==> src/rtl/wb_trace_buffer.sv <==
// Writeback trace FIFO: time-stamps every retired register write for a drain port.
// Optional TRACE_DEDUP_EN suppresses a write identical to the last accepted capture.
module wb_trace_buffer #(
    parameter int DATA_W = 32,
    parameter int ADDR_W = 4,
    parameter int DEPTH  = 16,
    parameter int CYC_W  = 16
) (
    input  logic                     clk,
    input  logic                     rst,
    input  logic                     wb_valid,
    input  logic [ADDR_W-1:0]        wb_addr,
    input  logic [DATA_W-1:0]        wb_data,
    input  logic                     trace_ready,
    output logic                     trace_valid,
    output logic [ADDR_W-1:0]        trace_addr,
    output logic [DATA_W-1:0]        trace_data,
    output logic [CYC_W-1:0]         trace_cycle,
    output logic [$clog2(DEPTH):0]   count,
    output logic                     overflow,
    output logic [7:0]               drop_count
);

    localparam int PTR_W = $clog2(DEPTH);
    localparam int CNT_W = PTR_W + 1;

    logic [ADDR_W-1:0] addr_mem [DEPTH];
    logic [DATA_W-1:0] data_mem [DEPTH];
    logic [CYC_W-1:0]  cyc_mem  [DEPTH];

    logic [PTR_W-1:0] rd_ptr;
    logic [PTR_W-1:0] wr_ptr;
    logic [CYC_W-1:0] cyc;

    logic dup;
    logic push_req;
    logic full;
    logic pop;
    logic push;
    logic drop;

`ifdef TRACE_DEDUP_EN
    logic              last_valid;
    logic [ADDR_W-1:0] last_addr;
    logic [DATA_W-1:0] last_data;

    assign dup = last_valid && (last_addr == wb_addr) && (last_data == wb_data);

    // Only accepted pushes define what counts as a repeat.
    always_ff @(posedge clk) begin
        if (rst) begin
            last_valid <= 1'b0;
            last_addr  <= '0;
            last_data  <= '0;
        end else if (push) begin
            last_valid <= 1'b1;
            last_addr  <= wb_addr;
            last_data  <= wb_data;
        end
    end
`else
    assign dup = 1'b0;
`endif

    assign push_req    = wb_valid && (wb_addr != '0) && !dup;
    assign full        = (count == CNT_W'(DEPTH));
    assign trace_valid = (count != '0);
    assign pop         = trace_valid && trace_ready;
    // A pop on a full FIFO frees the slot this same edge.
    assign push        = push_req && (!full || pop);
    assign drop        = push_req && !push;

    assign trace_addr  = addr_mem[rd_ptr];
    assign trace_data  = data_mem[rd_ptr];
    assign trace_cycle = cyc_mem[rd_ptr];

    always_ff @(posedge clk) begin
        if (push && !rst) begin
            addr_mem[wr_ptr] <= wb_addr;
            data_mem[wr_ptr] <= wb_data;
            cyc_mem[wr_ptr]  <= cyc;
        end
    end

    always_ff @(posedge clk) begin
        if (rst) begin
            rd_ptr     <= '0;
            wr_ptr     <= '0;
            count      <= '0;
            cyc        <= '0;
            overflow   <= 1'b0;
            drop_count <= '0;
        end else begin
            cyc <= cyc + 1'b1;
            if (push) wr_ptr <= wr_ptr + 1'b1;
            if (pop)  rd_ptr <= rd_ptr + 1'b1;
            unique case ({push, pop})
                2'b10:   count <= count + 1'b1;
                2'b01:   count <= count - 1'b1;
                default: count <= count;
            endcase
            if (drop) begin
                overflow <= 1'b1;
                if (drop_count != 8'hFF) drop_count <= drop_count + 1'b1;
            end
        end
    end

endmodule

==> config.mk <==
export PLATFORM = sky130hd
export DESIGN_NAME = wb_trace_buffer
export DESIGN_NICKNAME = d
export VERILOG_FILES = /design/src/rtl/wb_trace_buffer.sv
export SDC_FILE = /design/constraint.sdc
export NUM_CORES = 1
export LEC_CHECK = 0
export CORE_ASPECT_RATIO = 0.9
export CORE_MARGIN = 2
export CORE_UTILIZATION = 45
export DETAILED_ROUTE_END_ITERATION = 8
export PLACE_DENSITY_LB_ADDON = 0.1
export SLEW_MARGIN = 20
export SYNTH_ARGS = -nofsm -noshare
export SYNTH_HDL_FRONTEND = slang
export SYNTH_SLANG_ARGS = --single-unit
==> constraint.sdc <==
create_clock -name clk -period 10.7 [get_ports clk]
set_input_delay 1.07 -clock clk [delete_from_list [all_inputs] [get_ports clk]]
set_output_delay 1.07 -clock clk [all_outputs]
set_load 0.02 [all_outputs]
==> results.md, run 1 <==
- Grt total ovfl: 0
- Setup TNS: 0 ns
- Worst-Skew Late Latency: 0.63 ns
- RSZ-0062 raised after global routing: no
- CP bufs+invs: 3
- Clock Path Buffers: 3
- Layout area overhead: 16.4%
- Row count: 94
- R2r endpoint: data_mem[5][11]
- Maximum clock rate: 169 MHz
- Dpl hpwl: 35300 um
- HP Class: reg -> reg
- Synth Area in Simple Gates: 0.0167
- Yosys cell types: 42
- Mapped cell area: 33100 sq um
- Setup crit end kind: output pin
- Vias in the first global route: 15700
- Fillers: 5568
- Post-synth EDFFs: 832
- CP delay by family, top: buffers and inverters
- Fin crit share: 0.553
- Global-route wire length before repair: 107000 um
- Worst path cell trace: buf_12 > buf_4 > mux4_2 > mux4_2 > clkdlybuf4s50_1
- Die Y-Extent: 261 um
- Post-synthesis compound-gate area fraction: 0.00751
- Initial antenna violation count: 0
- Area of the multi-input gates: 7160 sq um
- Max-cap violations: 0
- Flop-to-flop setup slack: 7.30 ns
- Total track usage: 0.195
- Cell total after placement: 2428
- Worst VDD drop: 115 uV
- CTS tree: done
- Min Tclk post-route: 5.92 ns
- Initial Utilization: 0.454
- GPL Wtd Cong: 0.702
- Skew final: 0.0192 ns
- Final Hold Vio Count: 0
- Synth async-reset ratio: 0
- Worst path depth: 5
- Crit-path max cell delay: 0.88 ns
- Post-DRT Antenna Nets: 0
- Pwr/cell area: 211 nW/um^2
- Finished Layout Cells: 2589
- CP Launch Type: flip-flop
- Cts repair resizes: 0
- FF-to-FF Start: count[0]
- Worst slew pin tran: 1.06 ns
- XOR/XNOR Fraction of Synth Area: 0.00449
- Post-synthesis mux area share: 0.179
- Status: complete, no violations
- Root Buffer: clkbuf_16
- Hold-fix buffers, CTS: 0
- Layout Nets: 1612
- Crit path to: trace_cycle[2]
- Share of cells above drive strength 1: 0.273
- Final-report setup violation count: 0
- Yosys warnings: 0
- Main synth FF type: edfxtp_1
- Rel. slew slack: 0.295
- Area taken by flip-flops and latches: 25800 sq um
- Synthesized flop and latch total: 874
- Largest net degree at the start of global routing: 157
- Adder-Cell Fraction of Synth Area: 0.00438
- Slew Viols, Final: 0
- Critical path arrival: 4.85 ns
- Fin Hold WS: 0.482 ns
- WL/cell: 28.1 um
- TritonRoute pass-1 iters: 7
- Die area: 75800 sq um
- Critical-path top delay cell: buf_4
- Syn nets: 1445
- Critical Path RT: 9.63 ns
- Clock sinks: 874
- Via density: 5.83
- Sequential area share after synthesis: 0.779
- Worst-case reg-to-reg path depth: 5
- Via count: 15100
- Worst Path Max Fanout: 94
- Critical path type: reg -> out
- I/O pin count: 107
- Leakage: 11.7 nW
- Slack of the critical path: 4.78 ns
- CTS clock-pin slew for the worst setup and hold paths: 0.06 ns
- 1st-iter DRT viols: 1376
- CTS Buf Count: 89
- Total Power: 8.16 mW
- Core area: 73000 sq um
- Post-Synthesis Cells: 1394
- Avg Cell Area, Syn: 23.8 sq um
- Pre-CTS WS: 5.26 ns
- H-tree Lvls: 3
- Most used cell, CP: mux4_2
- DR DRC count: 0
- Most frequent cells in the layout: edfxtp_1 (832), mux4_2 (260), clkdlybuf4s50_1 (105)
- PortBufs: 106
- Combinational family with the most area after synthesis: multiplexers
- Routed wire length: 72700 um
- Ant. Diodes: 0
- Commonest non-fill, non-tap cell in the layout: edfxtp_1
- Die width: 290 um
- Post-CTS setup buffers: 0
-- area by class of cell --
type	count	area share
Clock buffer	107	0.0606
Clock inverter	52	0.0169
Inverter	8	0.000778
Multi-Input combinational cell	449	0.185
Sequential cell	874	0.670
Tap cell	960	0.0311
Timing Repair Buffer	139	0.0355
-- worst min path at each step --
stage | from | endpoint | slack (ns) | cells past startpoint
4_1_cts | overflow | overflow | 0.49 | 2
2_1_floorplan | rd_ptr[2] | flip-flop | 0.51 | 2
3_5_place_dp | overflow | overflow | 0.47 | 2
3_3_place_gp | overflow | overflow | 0.46 | 2
6_report | overflow | overflow | 0.48 | 2
5_1_grt | overflow | overflow | 0.52 | 2
-- report_power, final --
part | total, mW | internal, mW | switching [mW]
combinational | 1.14 | 0.598 | 0.539
sequential | 3.86 | 3.79 | 0.0720
clock | 3.16 | 1.92 | 1.25
total | 8.16 | 6.30 | 1.86
-- cell usage after synthesis, types with 2 or more instances --
master | n | share of area
mux2_2 | 3 | 0.0010
mux4_2 | 260 | 0.18
o21ai_0 | 4 | 0.00060
mux2i_1 | 5 | 0.0015
nor2b_1 | 5 | 0.00094
o31ai_1 | 3 | 0.00068
inv_1 | 8 | 0.00091
a211oi_1 | 3 | 0.00068
nand2b_1 | 3 | 0.00057
xnor2_1 | 10 | 0.0026
or4_1 | 4 | 0.00091
nor3_1 | 8 | 0.0012
nand3_1 | 16 | 0.0024
a21o_1 | 2 | 0.00045
ha_1 | 10 | 0.0038
a21oi_1 | 13 | 0.0020
buf_2 | 10 | 0.0015
nand4_1 | 3 | 0.00057
o21a_1 | 3 | 0.00068
xor2_1 | 7 | 0.0018
dfxtp_1 | 42 | 0.025
o211ai_1 | 3 | 0.00068
clkbuf_1 | 44 | 0.0050
or3_1 | 4 | 0.00075
edfxtp_1 | 832 | 0.75
nor4_1 | 6 | 0.0011
nand2_1 | 15 | 0.0017
buf_1 | 8 | 0.00091
nand3b_1 | 2 | 0.00045
nor2_1 | 44 | 0.0050
and3_1 | 3 | 0.00057
-- worst min-delay path: stages (launching register included) --
cell and delay (ns):
dfxtp_1 0.33, nor2_1 0.05, nor2_1 0.07
-- stage by stage --
step | area [sq um] | utilization
3_3_place_gp | 35500 | 0.487
5_1_grt | 38600 | 0.528
6_report | 38600 | 0.528
3_5_place_dp | 35500 | 0.487
2_1_floorplan | 33100 | -
4_1_cts | 38500 | 0.528
-- cells by family after synthesis --
family / Yosys count
AO/OA/AOI/OAI: 38
flip-flops: 874
buffers and inverters: 71
XOR/XNOR: 17
AND/OR/NAND/NOR: 115
adder cells (fa/ha/maj): 11
multiplexers: 268
-- flip-flops by register name, indices dropped and copies added (netlist names), named ones only --
signal	flops
cyc_mem	256
addr_mem	64
rd_ptr	4
overflow	1
wr_ptr	4
count	5
drop_count	8
cyc	16
data_mem	512
-- metal layers --
| metal | GRT usage | routed length (um) | vias to the layer above |
|---|---|---|---|
| li1 | - | - | 6334 |
| met1 | 0.284 | 32700 | 8287 |
| met2 | 0.315 | 35000 | 390 |
| met3 | 0.0320 | 3670 | 95 |
| met4 | 0.0421 | 1240 | 0 |
| met5 | 0 | 0 | - |
No activity file was read; power rests on OpenSTA's default activity.
==> run 2, diff against run 1 <==
- clock period: 10.7 -> 5.7 ns (I/O delays scaled with it)
==> results.md, run 2 (synthesis results as in run 1) <==
- CP delay by family, top: buffers and inverters
- GR Util met2: 0.297 (-0.0181)
- Vias in the first global route: 15600 (-0.47%)
- Share of cells above drive strength 1: 0.276 (+0.00233)
- CP Launch Type: flip-flop
- Worst Path Max Fanout: 39 (-59%)
- TritonRoute pass-1 iters: 5 (-2)
- Fillers: 5561 (-0.13%)
- Commonest non-fill, non-tap cell in the layout: edfxtp_1
- Die width: 290 um (unchanged)
- Initial antenna violation count: 3 (+3)
- H-tree Lvls: 3 (unchanged)
- Largest registers: data_mem (512), cyc_mem (256), addr_mem (64)
- Critical Path RT: 5.13 ns (-4.50 ns)
- DR DRC count: 0 (unchanged)
- Critical path arrival: 3.78 ns (-1.07 ns)
- Reg with most FFs: data_mem
- Clock sinks: 874 (unchanged)
- Global route hottest layer: met2
- Worst path cell trace: buf_4 > mux4_2 > mux4_2 > clkdlybuf4s50_1
- Rel. slew slack: 0.198 (-0.0970)
- Clock Path Buffers: 3 (unchanged)
- Final Hold Vio Count: 0 (unchanged)
- Global-route wire length before repair: 104000 um (-2.8%)
- Hold-fix buffers, CTS: 0 (unchanged)
- Most used cell, CP: mux4_2
- PortBufs: 106 (unchanged)
- Most frequent cells in the layout: edfxtp_1 (832), mux4_2 (260), clkdlybuf4s50_1 (105)
- Area taken by flip-flops and latches: 25800 sq um (unchanged)
- Setup crit end kind: output pin
- Pwr/cell area: 394 nW/um^2 (+86%)
- Worst-Skew Late Latency: 0.63 ns (about the same)
- M3 GR Usage: 0.0354 (+0.00339)
- Critical-path top delay cell: dfxtp_4
- Skew final: 0.0190 ns (-0.000240 ns)
- Via count: 14900 (-1.2%)
- CTS tree: done
- Worst slew pin tran: 1.19 ns (+0.134 ns)
- Slew Viols, Final: 0 (unchanged)
- Die area: 75800 sq um (unchanged)
- Min Tclk post-route: 4.35 ns
- Post-DRT Antenna Nets: 0 (unchanged)
- Dpl hpwl: 36100 um (+2.2%)
- Cts repair resizes: 0 (unchanged)
- GPL Wtd Cong: 0.727 (+3.5%)
- WL/cell: 26.9 um (-4.0%)
- Die Y-Extent: 261 um (unchanged)
- HP Class: reg -> reg
- Layout area overhead: 16.6%
- Row count: 94 (unchanged)
- Ant. Diodes: 0 (unchanged)
- Setup TNS: 0 ns (unchanged)
- Maximum clock rate: 230 MHz
- 1st-iter DRT viols: 1230 (-11%)
- Max reg flops: 512 (unchanged)
- CTS Buf Count: 90 (+1.1%)
- Met1 GRT Util: 0.272 (-0.0120)
- CTS clock-pin slew for the worst setup and hold paths: 0.05 ns (about the same)
- Fin Hold WS: 0.470 ns (-0.0120 ns)
- Max-cap violations: 0 (unchanged)
- Core area: 73000 sq um (unchanged)
- Largest net degree at the start of global routing: 67 (-57%)
- Worst VDD drop: 250 uV (+120%)
- Layout Nets: 1614 (+0.12%)
- CP bufs+invs: 2 (-1)
- Root Buffer: clkbuf_16
- Grt total ovfl: 0 (unchanged)
- Critical path type: reg -> out
- Crit-path max cell delay: 0.93 ns (+0.05 ns)
- RSZ-0062 raised after global routing: no
- I/O pin count: 107 (unchanged)
- Total track usage: 0.187 (-0.00745)
- Routed wire length: 69900 um (-3.7%)
- Initial Utilization: 0.454 (unchanged)
- Area of the multi-input gates: 7160 sq um (unchanged)
- Fin crit share: 0.764
- Via density: 5.75 (-1.5%)
- Final-report setup violation count: 0 (unchanged)
- Leakage: 11.7 nW (about the same)
- Post-CTS setup buffers: 0 (unchanged)
- Status: complete, no violations
## run 2: cell count changes in the layout (fill, tap and decap cells not counted), sizes merged
cell,delta
clkbuf,+7
clkinvlp,+5
buf,+1
clkinv,+1
bufinv,-6
## run 2: layer usage
metal | vias to the layer above | share of wire
met2 | 337 | 0.47
met3 | 108 | 0.044
met4 | 4 | 0.021
met1 | 8155 | 0.46
met5 | - | 0.00029
li1 | 6319 | -
## run 2: power by group
| part | switching [mW] | internal [mW] | leakage [nW] |
|---|---|---|---|
| sequential | 0.136 | 7.11 | 7.91 |
| combinational | 1.05 | 1.14 | 2.39 |
| clock | 2.36 | 3.43 | 1.42 |
## run 2: final cells by class
class                           instances  share of cell area
Clock buffer                          114              0.0631
Clock inverter                         52              0.0128
Inverter                                8            0.000777
Multi-Input combinational cell        449               0.185
Sequential cell                       874               0.669
Tap cell                              960              0.0311
Timing Repair Buffer                  140              0.0382
## run 2: final timing paths
check                 start              end  slack (ns)  cells after the start
setup / recovery  flip-flop   trace_data[22]        1.35                      4
hold / removal     overflow         overflow        0.47                      2
setup reg to reg   count[0]  data_mem[12][6]        2.70                      5
hold reg to reg    overflow         overflow        0.47                      2
## run 2: tightest hold or removal path, stage by stage (launching register included)
cell and delay (ns):
dfxtp_1 0.32, nor2_1 0.05, nor2_1 0.07
## run 2: per-stage QoR
stage	cell area, sq um	power [mW]	worst slack [ns]	util	instances
4_1_cts	38600	15.4	1.20	0.529	2597
3_5_place_dp	35700	9.62	1.51	0.489	2431
5_1_grt	38600	15.8	1.08	0.529	2597
3_3_place_gp	35700	9.61	1.58	0.489	2431
2_1_floorplan	33100	8.80	1.70	-	1394
6_report	38600	15.2	1.35	0.529	2597
==> run 3, diff against run 2 <==
- clock period: 5.7 -> 3.7 ns (I/O delays scaled with it)
==> results.md, run 3 (synthesis results as in run 1) <==
- CP Launch Type: flip-flop
- Reg with most FFs: data_mem
- Row count: 94 (unchanged)
- Post-DRT Antenna Nets: 0 (unchanged)
- Routed wire length: 73000 um (+4.4%)
- GPL Wtd Cong: 0.704 (-3.1%)
- Status: complete, no violations
- Die width: 290 um (unchanged)
- Crit-path max cell delay: 0.62 ns (-0.31 ns)
- TritonRoute pass-1 iters: 4 (-1)
- Leakage: 11.8 nW (+0.73%)
- HP Class: in -> reg
- Critical path arrival: 3.21 ns (-0.57 ns)
- Dpl hpwl: 36500 um (+1.1%)
- Layout area overhead: 16.8%
- Vias in the first global route: 15900 (+1.5%)
- Clock Path Buffers: 3 (unchanged)
- Global-route wire length before repair: 107000 um (+3.2%)
- Finished Layout Cells: 2617 (+0.77%)
- Die area: 75800 sq um (unchanged)
- Critical path type: reg -> out
- Area of the multi-input gates: 7160 sq um (unchanged)
- Max reg flops: 512 (unchanged)
- Via count: 15100 (+0.97%)
- DR DRC count: 0 (unchanged)
- PortBufs: 106 (unchanged)
- Critical Path RT: 3.33 ns (-1.80 ns)
- Cts repair resizes: 2 (+2)
- Worst slew pin tran: 1.10 ns (-0.0948 ns)
- Clock sinks: 874 (unchanged)
- CTS Buf Count: 89 (-1.1%)
- Die Y-Extent: 261 um (unchanged)
- Initial antenna violation count: 1 (-2)
- Fillers: 5606 (+0.81%)
- Layout Nets: 1633 (+1.2%)
- Slew Viols, Final: 0 (unchanged)
- Maximum clock rate: 279 MHz
- Skew final: 0.0249 ns (+0.00591 ns)
- CP delay by family, top: multiplexers
- Worst-Skew Late Latency: 0.63 ns (about the same)
- Commonest non-fill, non-tap cell in the layout: edfxtp_1
- Critical-path top delay cell: mux4_2
- RSZ-0062 raised after global routing: yes
- 1st-iter DRT viols: 1200 (-2.4%)
- Area taken by flip-flops and latches: 25800 sq um (unchanged)
- Final Hold Vio Count: 0 (unchanged)
- Via density: 5.76 (+0.20%)
- Fin crit share: 0.968
- Worst path cell trace: buf_12 > mux4_2 > mux4_2 > clkdlybuf4s50_1
- Worst VDD drop: 374 uV (+50%)
- Grt total ovfl: 0 (unchanged)
- Most used cell, CP: mux4_2
- Pwr/cell area: 590 nW/um^2 (+50%)
- Share of cells above drive strength 1: 0.275 (-0.000308)
- CTS clock-pin slew for the worst setup and hold paths: 0.06 ns (about the same)
- Rel. slew slack: 0.267 (+0.0688)
- Final-report setup violation count: 0 (unchanged)
- Largest net degree at the start of global routing: 55 (-18%)
- Min Tclk post-route: 3.58 ns
- Cell total after placement: 2451 (+0.82%)
- Root Buffer: clkbuf_16
- Total track usage: 0.196 (+0.00841)
- Worst Path Max Fanout: 39 (unchanged)
- Ant. Diodes: 0 (unchanged)
- CP bufs+invs: 2 (unchanged)
- Post-layout util: 0.530 (+0.00125)
- H-tree Lvls: 3 (unchanged)
- I/O pin count: 107 (unchanged)
- Largest registers: data_mem (512), cyc_mem (256), addr_mem (64)
- Max-cap violations: 0 (unchanged)
- Post-CTS setup buffers: 0 (unchanged)
- Total Power: 22.9 mW (+50%)
- Core area: 73000 sq um (unchanged)
- Most frequent cells in the layout: edfxtp_1 (832), mux4_2 (260), clkdlybuf4s50_1 (99)
- Hold-fix buffers, CTS: 0 (unchanged)
- Initial Utilization: 0.454 (unchanged)
- CTS tree: done
- Setup crit end kind: output pin
- WL/cell: 27.9 um (+3.6%)
==> run 3: changes by cell type in the layout (fill, tap and decap cells not counted), moves of 2 or more <==
cell             previous run  this run
clkbuf_1                   18        27
clkdlybuf4s50_1           105        99
clkinv_2                   16        14
buf_4                      21        29
clkbuf_16                  93        91
clkinvlp_4                  7         1
buf_12                     13        24
bufinv_16                   9         2
clkinv_1                   18        24
dlymetal6s2s_1              0         5
==> run 3: area by class of cell <==
class	instances	share of cell area
sequential	874	0.667
multi-input combinational	449	0.185
clock buffer	120	0.0621
timing repair buffer	160	0.0463
tap	960	0.0310
clock inverter	46	0.00769
inverter	8	0.000775
==> run 3: worst register-to-register path, cell delays in order, from the launching register on <==
cell and delay (ns):
dfxtp_1 0.47, nor4_1 0.10, buf_4 0.16, a21oi_1 0.31, nand2_1 0.18, nor2_4 0.85, buf_12 0.39
==> run 3: power breakdown <==
part	internal, mW	leakage [nW]	switching [mW]	total [mW]
Combinational	1.80	2.57	1.67	3.47
Clock	4.71	1.32	3.60	8.32
Sequential	10.9	7.91	0.130	11.1
==> run 3: layer usage <==
layer / up-vias / global-route usage / routed length, um
li1: 6369 / - / -
met1: 8257 / 0.274 / 32400
met2: 348 / 0.324 / 36000
met3: 92 / 0.0353 / 3250
met4: 2 / 0.0470 / 1310
met5: - / 0 / 13
==> run 3: path summary, 6_finish.rpt <==
check	from	end	slack, ns	cells after the start
worst max-delay path	flip-flop	trace_addr[3]	0.12	4
worst min-delay path	rst	count[2]	0.14	4
worst max register to register	count[0]	cyc_mem[12][3]	0.88	6
worst min register to register	overflow	overflow	0.48	2
==> run 3: metrics by stage <==
stage | TNS (ns) | cell area [sq um] | worst slack (ns) | hold slack, ns
global placement | 0 | 36000 | 0.422 | 0.459
detailed placement | 0 | 36000 | 0.429 | 0.463
CTS | 0 | 38700 | 0.0125 | 0.0949
finish | 0 | 38700 | 0.118 | 0.143
global route | -0.0438 | 38700 | -0.0230 | 0.144
floorplan | -171.87 | 33100 | -0.284 | 0.469
